$ cat src/rtl/conway_pkg.sv
// Shared board geometry and types for the Conway board and its display stage.
// Cell k of a board lives at row k[5:3], column k[2:0].
package conway_pkg;

  localparam int BOARD_DIM   = 8;
  localparam int BOARD_CELLS = BOARD_DIM * BOARD_DIM;

  typedef logic [BOARD_CELLS-1:0] board_t;
  typedef logic [2:0]             row_idx_t;

  typedef enum logic {
    CAP_IDLE,
    CAP_RUN
  } cap_state_e;

  // One row of the board as column bits, bit i = column i.
  function automatic logic [BOARD_DIM-1:0] row_bits(input board_t board, input row_idx_t row);
    return board[{row, 3'b000} +: BOARD_DIM];
  endfunction

  // One-hot active-low row enable for the given row.
  function automatic logic [BOARD_DIM-1:0] row_enable_n(input row_idx_t row);
    logic [BOARD_DIM-1:0] one_hot;
    one_hot = '0;
    one_hot[row] = 1'b1;
    return ~one_hot;
  endfunction

endpackage

$ cat src/rtl/conway_row_scanner.sv
// Row multiplex timing: prescaler, row counter, dead-time and frame-wrap decode.
// row_wrap marks the cycle whose rising edge moves the row counter from 7 to 0.
module conway_row_scanner
  import conway_pkg::*;
#(
  parameter int unsigned SCAN_DIV = 1024
) (
  input  logic     clk,
  input  logic     rst_n,
  output row_idx_t row,
  output logic     row_wrap,
  output logic     dead
);

  localparam logic [15:0] PRESC_MAX = 16'(SCAN_DIV - 1);
  localparam row_idx_t    LAST_ROW  = row_idx_t'(BOARD_DIM - 1);
  localparam row_idx_t    ROW_STEP  = row_idx_t'(1);

  logic [15:0] presc;

  always_ff @(posedge clk or negedge rst_n) begin
    if (!rst_n) begin
      presc <= '0;
      row   <= '0;
    end else if (presc == PRESC_MAX) begin
      presc <= '0;
      row   <= row + ROW_STEP;
    end else begin
      presc <= presc + 16'd1;
    end
  end

  // The first cycle of every row period is dead time so the previous row's
  // column data never ghosts onto the newly enabled row.
  assign dead     = (presc == 16'd0);
  assign row_wrap = (presc == PRESC_MAX) && (row == LAST_ROW);

endmodule

$ cat src/rtl/conway_led_matrix_driver.sv
// Captures the board's serial cell stream and multiplex-scans complete frames
// onto an 8x8 LED matrix; frames change only at the row 7->0 wrap (no tearing).
module conway_led_matrix_driver
  import conway_pkg::*;
#(
  parameter int unsigned SCAN_DIV       = 1024,
  parameter bit          COL_ACTIVE_LOW = 1'b0
) (
  input  logic                 clk,
  input  logic                 rst_n,
  input  logic                 bit_in,
  input  logic                 bit_valid,
  input  logic                 frame_sync,
  input  logic                 blank,
  output logic [BOARD_DIM-1:0] row_n,
  output logic [BOARD_DIM-1:0] col,
  output logic                 frame_done,
  output logic                 frame_err
);

  localparam int                   IDX_W    = $clog2(BOARD_CELLS);
  localparam logic [IDX_W-1:0]     IDX_ONE  = IDX_W'(1);
  localparam logic [IDX_W-1:0]     LAST_IDX = IDX_W'(BOARD_CELLS - 1);
  localparam logic [BOARD_DIM-1:0] COL_MASK = {BOARD_DIM{COL_ACTIVE_LOW}};

  cap_state_e       state;
  logic [IDX_W-1:0] idx;
  board_t           cap_buf;
  board_t           frame_buf;
  board_t           disp_buf;
  logic             pending;
  logic             accept_last;

  row_idx_t row;
  logic     row_wrap;
  logic     dead;

  conway_row_scanner #(
    .SCAN_DIV(SCAN_DIV)
  ) u_scanner (
    .clk     (clk),
    .rst_n   (rst_n),
    .row     (row),
    .row_wrap(row_wrap),
    .dead    (dead)
  );

  assign accept_last = bit_valid && !frame_sync && (state == CAP_RUN) && (idx == LAST_IDX);

  // cap_buf fills bit by bit; frame_buf only ever holds the latest complete
  // frame, so a partial or aborted capture can never reach the display.
  always_ff @(posedge clk or negedge rst_n) begin
    if (!rst_n) begin
      state      <= CAP_IDLE;
      idx        <= '0;
      cap_buf    <= '0;
      frame_buf  <= '0;
      frame_done <= 1'b0;
      frame_err  <= 1'b0;
    end else begin
      frame_done <= 1'b0;
      frame_err  <= 1'b0;
      if (bit_valid) begin
        unique case (state)
          CAP_IDLE: begin
            if (frame_sync) begin
              cap_buf <= board_t'(bit_in);
              idx     <= IDX_ONE;
              state   <= CAP_RUN;
            end
          end
          CAP_RUN: begin
            if (frame_sync) begin
              cap_buf   <= board_t'(bit_in);
              idx       <= IDX_ONE;
              frame_err <= 1'b1;
            end else begin
              cap_buf[idx] <= bit_in;
              idx          <= idx + IDX_ONE;
              if (idx == LAST_IDX) begin
                state      <= CAP_IDLE;
                frame_buf  <= {bit_in, cap_buf[BOARD_CELLS-2:0]};
                frame_done <= 1'b1;
              end
            end
          end
          default: state <= CAP_IDLE;
        endcase
      end
    end
  end

  // A completion coinciding with the wrap misses this copy (frame_buf is
  // updated on the same edge) and stays pending for the next wrap.
  always_ff @(posedge clk or negedge rst_n) begin
    if (!rst_n) begin
      pending  <= 1'b0;
      disp_buf <= '0;
    end else begin
      if (row_wrap && pending) begin
        disp_buf <= frame_buf;
      end
      pending <= accept_last || (pending && !row_wrap);
    end
  end

  always_ff @(posedge clk or negedge rst_n) begin
    if (!rst_n) begin
      row_n <= '1;
      col   <= COL_MASK;
    end else begin
      row_n <= (dead || blank) ? '1 : row_enable_n(row);
      col   <= row_bits(disp_buf, row) ^ COL_MASK;
    end
  end

endmodule

$ cat config.mk
export PLATFORM = sky130hd
export DESIGN_NAME = conway_led_matrix_driver
export DESIGN_NICKNAME = d
export VERILOG_FILES = /design/src/rtl/conway_pkg.sv /design/src/rtl/conway_row_scanner.sv /design/src/rtl/conway_led_matrix_driver.sv
export SDC_FILE = /design/constraint.sdc
export NUM_CORES = 1
export LEC_CHECK = 0
export ABC_CLOCK_PERIOD_IN_PS = 2600
export BUFFER_PORTS_ARGS = -buffer_cell sky130_fd_sc_hd__buf_2
export CELL_PAD_IN_SITES_DETAIL_PLACEMENT = 1
export CELL_PAD_IN_SITES_GLOBAL_PLACEMENT = 2
export CORE_MARGIN = 4
export CORE_UTILIZATION = 40
export DETAILED_ROUTE_END_ITERATION = 7
export PLACE_DENSITY = 0.86
export SYNTH_ARGS = -nofsm -noshare
export SYNTH_HDL_FRONTEND = slang
export SYNTH_SLANG_ARGS = --single-unit
$ cat constraint.sdc
create_clock -name clk -period 2.6 [get_ports clk]
set_clock_uncertainty 0.1 [all_clocks]
set_input_delay 0.39 -clock clk [delete_from_list [all_inputs] [get_ports clk]]
set_output_delay 0.39 -clock clk [all_outputs]
set_load 0.05 [all_outputs]
==> impl_metrics.json <==
{
  "holdWs_ps": 99.6,
  "crit_type": "reg2reg",
  "p_total_mw": 7.59,
  "finalSetupViolations": 0,
  "core_area_um2": 24300,
  "tns_ps": 0,
  "placed_area_um2": 10500,
  "via_per_inst": 5.60,
  "ios": 24,
  "crit_chain": "ha_1, nand2_1, or3_1, nor4_4, buf_12, mux2_2",
  "drive_gt1_frac": 0.311,
  "layout_common_cells": "dfrtp_1 (228), mux2_2 (130), nand2_1 (83)",
  "hp-start": "blank",
  "vdd_drop_max_uv": 422,
  "critPathMaxStageDelay_ps": 390,
  "min_period_ps": 2420,
  "cts_root_buffer": "clkbuf_16",
  "final_cells": 1124,
  "crit_required_ps": 2880,
  "postCtsSetupBuffers": 0,
  "ys_types": 49,
  "gr-total-overflow": 0,
  "synthCells": 745,
  "dieHeight_um": 165,
  "track_usage": 0.175,
  "cts_made_buffers": 25,
  "clk_pin_slew_ps": 60,
  "hold_class": "in2reg",
  "first_pass_iters": 4,
  "p_leak_nw": 5.24,
  "cp_max_fo": 64,
  "min_to": "row_n[3]$_DFF_PN1_",
  "synth_nets": 756,
  "synthesis.area_um2": 9890,
  "avgSynthCellArea_um2": 13.3,
  "ys_ff_latch": 236,
  "drc": 0,
  "grt_pass1_wl_um": 38100,
  "grt_max_degree": 67,
  "synth_edf_count": 0,
  "htreeDepth": 1,
  "reg2reg_to": "disp_buf[2]$_DFFE_PN0P_",
  "yosysSeqAreaShare": 0.598,
  "antenna_cells": 0,
  "cap_violations": 0,
  "routed_wl_um": 23100,
  "nets": 795,
  "async_flop_share": 1.00,
  "tightest_slew_ps": 635,
  "r2r_setup_slack_ps": 180,
  "area_growth_pct": 14.6,
  "clock-sinks": 236,
  "clock_path_buffers": 3,
  "crit_arrival_ps": 2700,
  "worst_slew_margin_rel": 0.577,
  "fin_crit_sh": 0.930,
  "cts_tree": "yes",
  "final-max-slew-violation-count": 0,
  "start_util": 0.407,
  "routabilityCongestion": 0.775,
  "whs_path_depth": 3,
  "dr_total_vias": 6293,
  "ctsResizeCount": 0,
  "worst_setup_path_end_kind": "register",
  "status": "completed",
  "power_density_nw_per_um2": 670,
  "port-buffer-count": 23,
  "post-dp-hpwl_um": 14000,
  "ant_nets": 0,
  "start_kind": "register",
  "dieArea_um2": 27300,
  "timing.reg2reg.worst_path_depth": 6,
  "cpMaxStageDelayCell": "dfrtp_1",
  "rsz0062_at_grt": "false",
  "ys.flop_type": "dfrtp_1",
  "die_width_um": 165,
  "fill_cells": 2473,
  "design_area_um2": 11300,
  "final_common_cell": "dfrtp_1",
  "clk_latency_ps": 510,
  "place_inst": 1080,
  "grt_antenna_before_repair": 1,
  "regToRegStartpoint": "u_scanner.presc[0]$_DFF_PN0_",
  "yosysWarningCount": 0,
  "drt_iter0_drc": 345,
  "grt_pass1_vias": 6698,
  "max_freq_ghz": 0.413,
  "wl_per_cell_um": 20.5,
  "rows": 57,
  "hold_viol": 0
}
-- report_power, final --
| group | internal, mW | total [mW] | switching, mW |
|---|---|---|---|
| Sequential | 3.71 | 3.72 | 0.0174 |
| Combinational | 0.108 | 0.382 | 0.274 |
| Clock | 2.12 | 3.49 | 1.37 |
-- what timing repair did --
action / CTS / global route
hold buffers: 1 / 0
endpoints found under the setup margin: 0 / 0
endpoints found under the hold margin: 57 / 0
-- routing by layer --
metal,GRT usage,share of wire,vias to the layer above
met1,0.246,0.46,3337
met3,0.0208,0.038,35
met5,0,0,-
met4,0.0352,0.019,0
met2,0.293,0.48,115
li1,-,-,2806
-- cells in the mapped netlist (9+ instances only) --
| library cell | instances | area share |
|---|---|---|
| dfrtp_1 | 228 | 0.58 |
| mux2_2 | 130 | 0.15 |
| nand2_1 | 84 | 0.032 |
| a32o_1 | 63 | 0.064 |
| clkbuf_1 | 37 | 0.014 |
| nor2_1 | 26 | 0.0099 |
| nand3_1 | 13 | 0.0066 |
| a21oi_1 | 11 | 0.0056 |
| nor2b_1 | 11 | 0.0070 |
| nor3_1 | 10 | 0.0051 |
| o21ai_0 | 10 | 0.0051 |
| mux2_1 | 9 | 0.010 |
-- state kept, by name, indices dropped and copies added (netlist names) --
| register | flops |
|---|---|
| frame_buf | 64 |
| frame_err | 1 |
| state | 1 |
| u_scanner.presc | 16 |
| u_scanner.row | 3 |
| frame_done | 1 |
| col | 8 |
| cap_buf | 63 |
| idx | 6 |
| pending | 1 |
| disp_buf | 64 |
| row_n | 8 |
-- critical path, delay by kind of cell (launching register included) --
kind | cells | cell delay [ps]
flops | 1 | 390
simple gates | 3 | 790
buf+inv | 1 | 360
mux | 1 | 390
fa+ha+maj | 1 | 220
-- cells by family after synthesis --
kind of cell	Yosys count	synth area share
AOI/OAI and AO/OA	103	0.0902
DFF	236	0.598
adders and majority gates	5	0.00632
and+or+nand+nor	179	0.0870
xor gates and xnor gates	14	0.0124
buffers and inverters	56	0.0271
muxes	152	0.179
-- per-stage QoR --
step	setup slack [ps]	utilization
global placement	235	0.433
CTS	180	0.466
global route	49.6	0.466
finish	181	0.466
detailed placement	189	0.433
floorplan	142	-
-- cell type report --
cell class              instances  area (um2)  area share
inverters                       5        18.8     0.00166
clock inverters                 8         115      0.0102
repair buffers                 63         478      0.0422
clock buffers                  35         683      0.0603
multi-input cells             453        3720       0.328
well taps                     324         405      0.0358
flip-flops and latches        236        5920       0.522
-- worst max-delay path by stage --
stage                                       startpoint  slack, ps  depth (start not counted)                       end
after floorplan           u_scanner.presc[0]$_DFF_PN0_        140                          7  disp_buf[16]$_DFFE_PN0P_
after global placement    u_scanner.presc[0]$_DFF_PN0_        240                          6  disp_buf[34]$_DFFE_PN0P_
after detailed placement  u_scanner.presc[0]$_DFF_PN0_        190                          6  disp_buf[44]$_DFFE_PN0P_
after CTS                 u_scanner.presc[0]$_DFF_PN0_        180                          6  disp_buf[31]$_DFFE_PN0P_
after global routing      u_scanner.presc[0]$_DFF_PN0_         50                          6  disp_buf[31]$_DFFE_PN0P_
final                     u_scanner.presc[0]$_DFF_PN0_        180                          6   disp_buf[2]$_DFFE_PN0P_
Note: power is estimated with default switching activity, not from simulation.
